File: config.mk
export PLATFORM = sky130hd
export DESIGN_NAME = mem_wb_stage
export DESIGN_NICKNAME = d
export VERILOG_FILES = /design/src/rtl/mem_wb_stage.sv
export SDC_FILE = /design/constraint.sdc
export NUM_CORES = 1
export LEC_CHECK = 0
export ABC_AREA = 1
export CORE_AREA = 2 2 116 118
export CTS_CLUSTER_DIAMETER = 30
export DETAILED_ROUTE_END_ITERATION = 8
export DIE_AREA = 0 0 118 120
export GPL_TIMING_DRIVEN = 0
export PLACE_DENSITY = 0.81
export SLEW_MARGIN = 10
export SYNTH_ARGS = -nofsm -noshare
export SYNTH_HDL_FRONTEND = slang
export SYNTH_SLANG_ARGS = --single-unit
File: constraint.sdc
create_clock -name clk -period 1.31 [get_ports clk]
set_input_delay 0.1965 -clock clk [delete_from_list [all_inputs] [get_ports clk]]
set_output_delay 0.1965 -clock clk [all_outputs]
set_load 0.005 [all_outputs]
File: src/rtl/mem_wb_stage.sv
// MEM/WB pipeline register with load-lane extraction, write-back select,
// register-file write gating and a retired-instruction counter.
module mem_wb_stage #(
  parameter int DATA_W = 32,
  parameter int CNT_W  = 32
) (
  input  logic              clk,
  input  logic              reset,
  input  logic              stall,
  input  logic              flush,
  input  logic              MEM_valid,
  input  logic [DATA_W-1:0] MEM_ReadData,
  input  logic [DATA_W-1:0] MEM_ALU_result,
  input  logic [4:0]        MEM_RegDest,
  input  logic              RegWrite,
  input  logic              MemtoReg,
  input  logic [2:0]        LoadType,
  output logic [DATA_W-1:0] WB_WriteData,
  output logic [4:0]        WB_RegDest,
  output logic              WB_RegWrite,
  output logic              WB_valid,
  output logic              WB_misaligned,
  output logic [CNT_W-1:0]  retire_count
);

  localparam logic [2:0] LT_LW  = 3'b000;
  localparam logic [2:0] LT_LB  = 3'b001;
  localparam logic [2:0] LT_LBU = 3'b010;
  localparam logic [2:0] LT_LH  = 3'b011;
  localparam logic [2:0] LT_LHU = 3'b100;

  logic              valid_q,      valid_d;
  logic [DATA_W-1:0] read_data_q,  read_data_d;
  logic [DATA_W-1:0] alu_result_q, alu_result_d;
  logic [4:0]        reg_dest_q,   reg_dest_d;
  logic              reg_write_q,  reg_write_d;
  logic              mem_to_reg_q, mem_to_reg_d;
  logic [2:0]        load_type_q,  load_type_d;
  logic [CNT_W-1:0]  retire_cnt_q, retire_cnt_d;

  // Big-endian lane selection: address 0 addresses the most significant byte.
  function automatic logic [DATA_W-1:0] load_extract(
    input logic [DATA_W-1:0] word,
    input logic [1:0]        addr,
    input logic [2:0]        ltype
  );
    logic signed [7:0]        byte_s;
    logic signed [15:0]       half_s;
    logic signed [DATA_W-1:0] wide_s;
    logic [DATA_W-1:0]        result;
    case (addr)
      2'b00:   byte_s = word[31:24];
      2'b01:   byte_s = word[23:16];
      2'b10:   byte_s = word[15:8];
      default: byte_s = word[7:0];
    endcase
    half_s = addr[1] ? word[15:0] : word[31:16];
    case (ltype)
      LT_LB: begin
        wide_s = byte_s;
        result = wide_s;
      end
      LT_LBU: result = {{(DATA_W-8){1'b0}}, byte_s};
      LT_LH: begin
        wide_s = half_s;
        result = wide_s;
      end
      LT_LHU:  result = {{(DATA_W-16){1'b0}}, half_s};
      default: result = word;
    endcase
    return result;
  endfunction

  function automatic logic is_misaligned(
    input logic [1:0] addr,
    input logic [2:0] ltype
  );
    logic mis;
    mis = 1'b0;
    if (ltype == LT_LW)
      mis = (addr != 2'b00);
    else if ((ltype == LT_LH) || (ltype == LT_LHU))
      mis = addr[0];
    return mis;
  endfunction

  // Next-state for the MEM/WB register; flush outranks stall.
  always_comb begin
    valid_d      = valid_q;
    read_data_d  = read_data_q;
    alu_result_d = alu_result_q;
    reg_dest_d   = reg_dest_q;
    reg_write_d  = reg_write_q;
    mem_to_reg_d = mem_to_reg_q;
    load_type_d  = load_type_q;
    retire_cnt_d = retire_cnt_q;
    if (flush) begin
      valid_d     = 1'b0;
      reg_write_d = 1'b0;
    end else if (!stall) begin
      valid_d      = MEM_valid;
      read_data_d  = MEM_ReadData;
      alu_result_d = MEM_ALU_result;
      reg_dest_d   = MEM_RegDest;
      reg_write_d  = RegWrite;
      mem_to_reg_d = MemtoReg;
      load_type_d  = LoadType;
      if (MEM_valid)
        retire_cnt_d = retire_cnt_q + 1'b1;
    end
  end

  always_ff @(posedge clk) begin
    if (reset) begin
      valid_q      <= 1'b0;
      read_data_q  <= '0;
      alu_result_q <= '0;
      reg_dest_q   <= '0;
      reg_write_q  <= 1'b0;
      mem_to_reg_q <= 1'b0;
      load_type_q  <= '0;
      retire_cnt_q <= '0;
    end else begin
      valid_q      <= valid_d;
      read_data_q  <= read_data_d;
      alu_result_q <= alu_result_d;
      reg_dest_q   <= reg_dest_d;
      reg_write_q  <= reg_write_d;
      mem_to_reg_q <= mem_to_reg_d;
      load_type_q  <= load_type_d;
      retire_cnt_q <= retire_cnt_d;
    end
  end

  // Write-back outputs are combinational from the stage register.
  always_comb begin
    WB_WriteData  = mem_to_reg_q ? load_extract(read_data_q, alu_result_q[1:0], load_type_q)
                                 : alu_result_q;
    WB_RegDest    = reg_dest_q;
    WB_RegWrite   = reg_write_q & valid_q & (reg_dest_q != 5'd0);
    WB_valid      = valid_q;
    WB_misaligned = valid_q & mem_to_reg_q & is_misaligned(alu_result_q[1:0], load_type_q);
    retire_count  = retire_cnt_q;
  end

endmodule

==> metrics <==
Clk pwr share between 30% and 40%; layout cells sized above 1 34.64%; relative slew slack a little under three fifths; CP required 1.11 ns; RR Startpoint retire_count[6]; Peak supply drop approximately 1 mV; Worst R2R Setup Slack -0.22 ns; final setup fails just over 60; worst reg2reg path depth 9; Avg Inst Size Synth 6.460 um2; # H-tree levels 3; Yosys top cell area share between 30% and 40%; final hold vios 0; gr usage total between 30% and 40%; Top FF cell, synth dfxtp_1; Gate power share 23.7%; CP Capture Type primary output; CTS tree built; Nets between 1,000 and 1,500; CP startpoint load_type_q[2]; RSZ-0062 raised after global routing true; die area approximately 14,000 um2; drt total wl roughly 24,000 um; aggregate global routing overflow 0; core area 12,980 um2; clk sinks 107; minimum clock period 2.165 ns; antenna cells 0; DPL Wire Length approximately 14,000 um; Startpoint Class register; drt first pass iters 8; root buf cell clkbuf_16; worst-case hold path end point reg_write_q; Leak 4.079 nW; Placer Congestion roughly 0.95; Post-synth EDFFs 0; P_int 5.637 mW; r2r endpoint retire_count[18]; FMAX 461.8 MHz; filler instances slightly below 1,000; hold_buf cts 0; sequential-to-total area share from yosys stat between 30 and 40%; cell count after synthesis 863; Max Slew Vio Count 0; dpl ws -0.9714 ns; crit share post-route 165.3%; first-pass GRT wire length ~34,000 um; Die H ~120 um; Max Root-Sink Buffers 2; Worst Slack Setup Final -0.8554 ns; DR vias 7,307; IO buf count 150; Yosys reg bits 107; worst skew pair latency around 0.36 ns; CTS clk-pin slew, worst paths 0.08 ns; Switching Fraction a little under a third; cell taking the most area after synthesis dfxtp_1; most frequent cell after synthesis nor2_1; library cells used by synthesis 35; MaxCap Viol Count 0; synth cell count leaders nor2_1 (211), nand2_1 (152), dfxtp_1 (107); hold path depth 3; DR iter-0 viols roughly 760; Mapped Nets 943; Area contributors post-synth dfxtp_1 (38%), nor2_1 (14%), nand2_1 (10%), o21ai_0 (7.4%), a21oi_1 (5.1%); worst-path fanout max 5; Worst-Margin Slew approximately 0.67 ns; number of global-route vias before repair between 6,000 and 7,000; total net switching power roughly 2.4 mW; FP Rows 42; DRC 0; Core Util, Final between 70% and 80%; total power 8.081 mW; vias per cell between 5 and 6; pwr dens about 880 nW/um2; Reg area between 2000 and 2500 um2; starting density of the core approximately 43%; ANT nets after route 0; worst min-delay path startpoint stall; part of the power in registers about 43%; largest net degree at the start of global routing 18; P&R area growth vs syn 64.07%; Setup Crit Path Kind reg -> out; mapped cell area 5575 um2; CTS Buf Count 9; io pins about 150; initial antenna violation count 0; Async SR Flop Fraction 0%; Die X roughly 120 um; Avg WL per Cell approximately 18 um; WP data arrival 1.97 ns; failing checks negative setup slack; outcome complete, but fails checks; YS warnings 0; multi-input logic area 3592 um2; Worst Skew slightly below 0.007 ns; worst hold path type in -> reg
-- worst max-delay path by stage --
stage	endpoint	slack, ns	cells past startpoint
6_report	WB_WriteData[24]	-0.86	12
5_1_grt	WB_WriteData[31]	-0.91	10
4_1_cts	WB_WriteData[26]	-0.82	12
3_3_place_gp	WB_WriteData[24]	-0.94	10
3_5_place_dp	WB_misaligned	-0.97	5
2_1_floorplan	WB_WriteData[24]	-0.16	9
-- power groups by stage --
stage	sequential, mW	clock (mW)	combinational (mW)
after floorplan	3.55	0	0.746
after global placement	3.58	0	1.47
after detailed placement	3.58	0	1.48
after CTS	3.49	2.64	1.73
after global routing	3.51	2.79	2.03
final	3.51	2.66	1.91
-- per-layer routing --
metal	global-route usage [%]	up-vias	share of wire, %
met5	0	-	0
met4	13.03	0	4.9
met3	6.749	114	8.5
met2	48.84	485	47
met1	38.59	3397	40
li1	-	3311	-
-- state kept, by name, indices dropped and copies added, names as in the netlist --
name          flops
alu_result_q     32
read_data_q      32
retire_count     32
WB_RegDest        5
load_type_q       3
WB_valid          1
mem_to_reg_q      1
reg_write_q       1
-- layout make-up --
| type | instances | share of cell area, % |
|---|---|---|
| Clock inverter | 5 | 0.3967 |
| Clock buffer | 11 | 2.654 |
| Buffer | 39 | 2.954 |
| Multi-Input combinational cell | 634 | 39.27 |
| Timing Repair Buffer | 248 | 23.98 |
| Sequential cell | 107 | 24.65 |
| Inverter | 82 | 3.693 |
| Tap cell | 176 | 2.407 |
-- cell families (layout without fill, tap and decap cells) --
group                    count (synthesis)  after routing  share of synthesized area, %
AND/OR/NAND/NOR                        446            446                         34.07
XOR/XNOR                                 1              1                        0.1571
buffers and inverters                  122            385                         8.752
flip-flops                             107            107                         38.42
adder cells (fa/ha/maj)                  1              1                        0.2244
AO/OA/AOI/OAI                          186            186                         18.38
-- critical path, cell delays in order (launching register included) --
cell,delay (ns)
dfxtp_4,0.39
inv_6,0.05
nand3_4,0.07
nand2_4,0.07
buf_12,0.13
nor2_8,0.14
buf_12,0.13
inv_8,0.05
buf_8,0.13
o21ai_2,0.13
nor2_1,0.06
nor2_1,0.13
buf_2,0.14
-- metrics by stage --
step	setup TNS [ns]	cell area (um2)	hold slack, ns	instances
floorplan	-2.864	5609	0.3314	863
global placement	-91.05	7331	0.4439	1189
detailed placement	-91.95	7331	0.4526	1189
CTS	-24.93	8727	0.3019	1289
global route	-31.04	9148	0.3727	1302
finish	-27.56	9148	0.3723	1302
-- timing repair --
item,in CTS,in global routing
resized for setup,389,124
pin swaps,92,84
cloned,2,0
setup buffers,84,18
setup endpoints to repair,173,111
-- layout by cell type (no fill, tap or decap), drive strengths merged, types with 2 or more instances in the layout --
master,instances
clkinvlp,2
dfxtp,107
clkdlybuf4s15,3
o21bai,3
o211ai,14
nand3,40
clkbuf,38
o22ai,3
o21ai,108
nand2,157
clkinv,4
clkdlybuf4s50,75
inv,81
dlygate4sd2,36
or2,4
nand4,15
buf,146
nor3,6
a21oi,57
nor2,222
(Power assumes the default switching activity.)
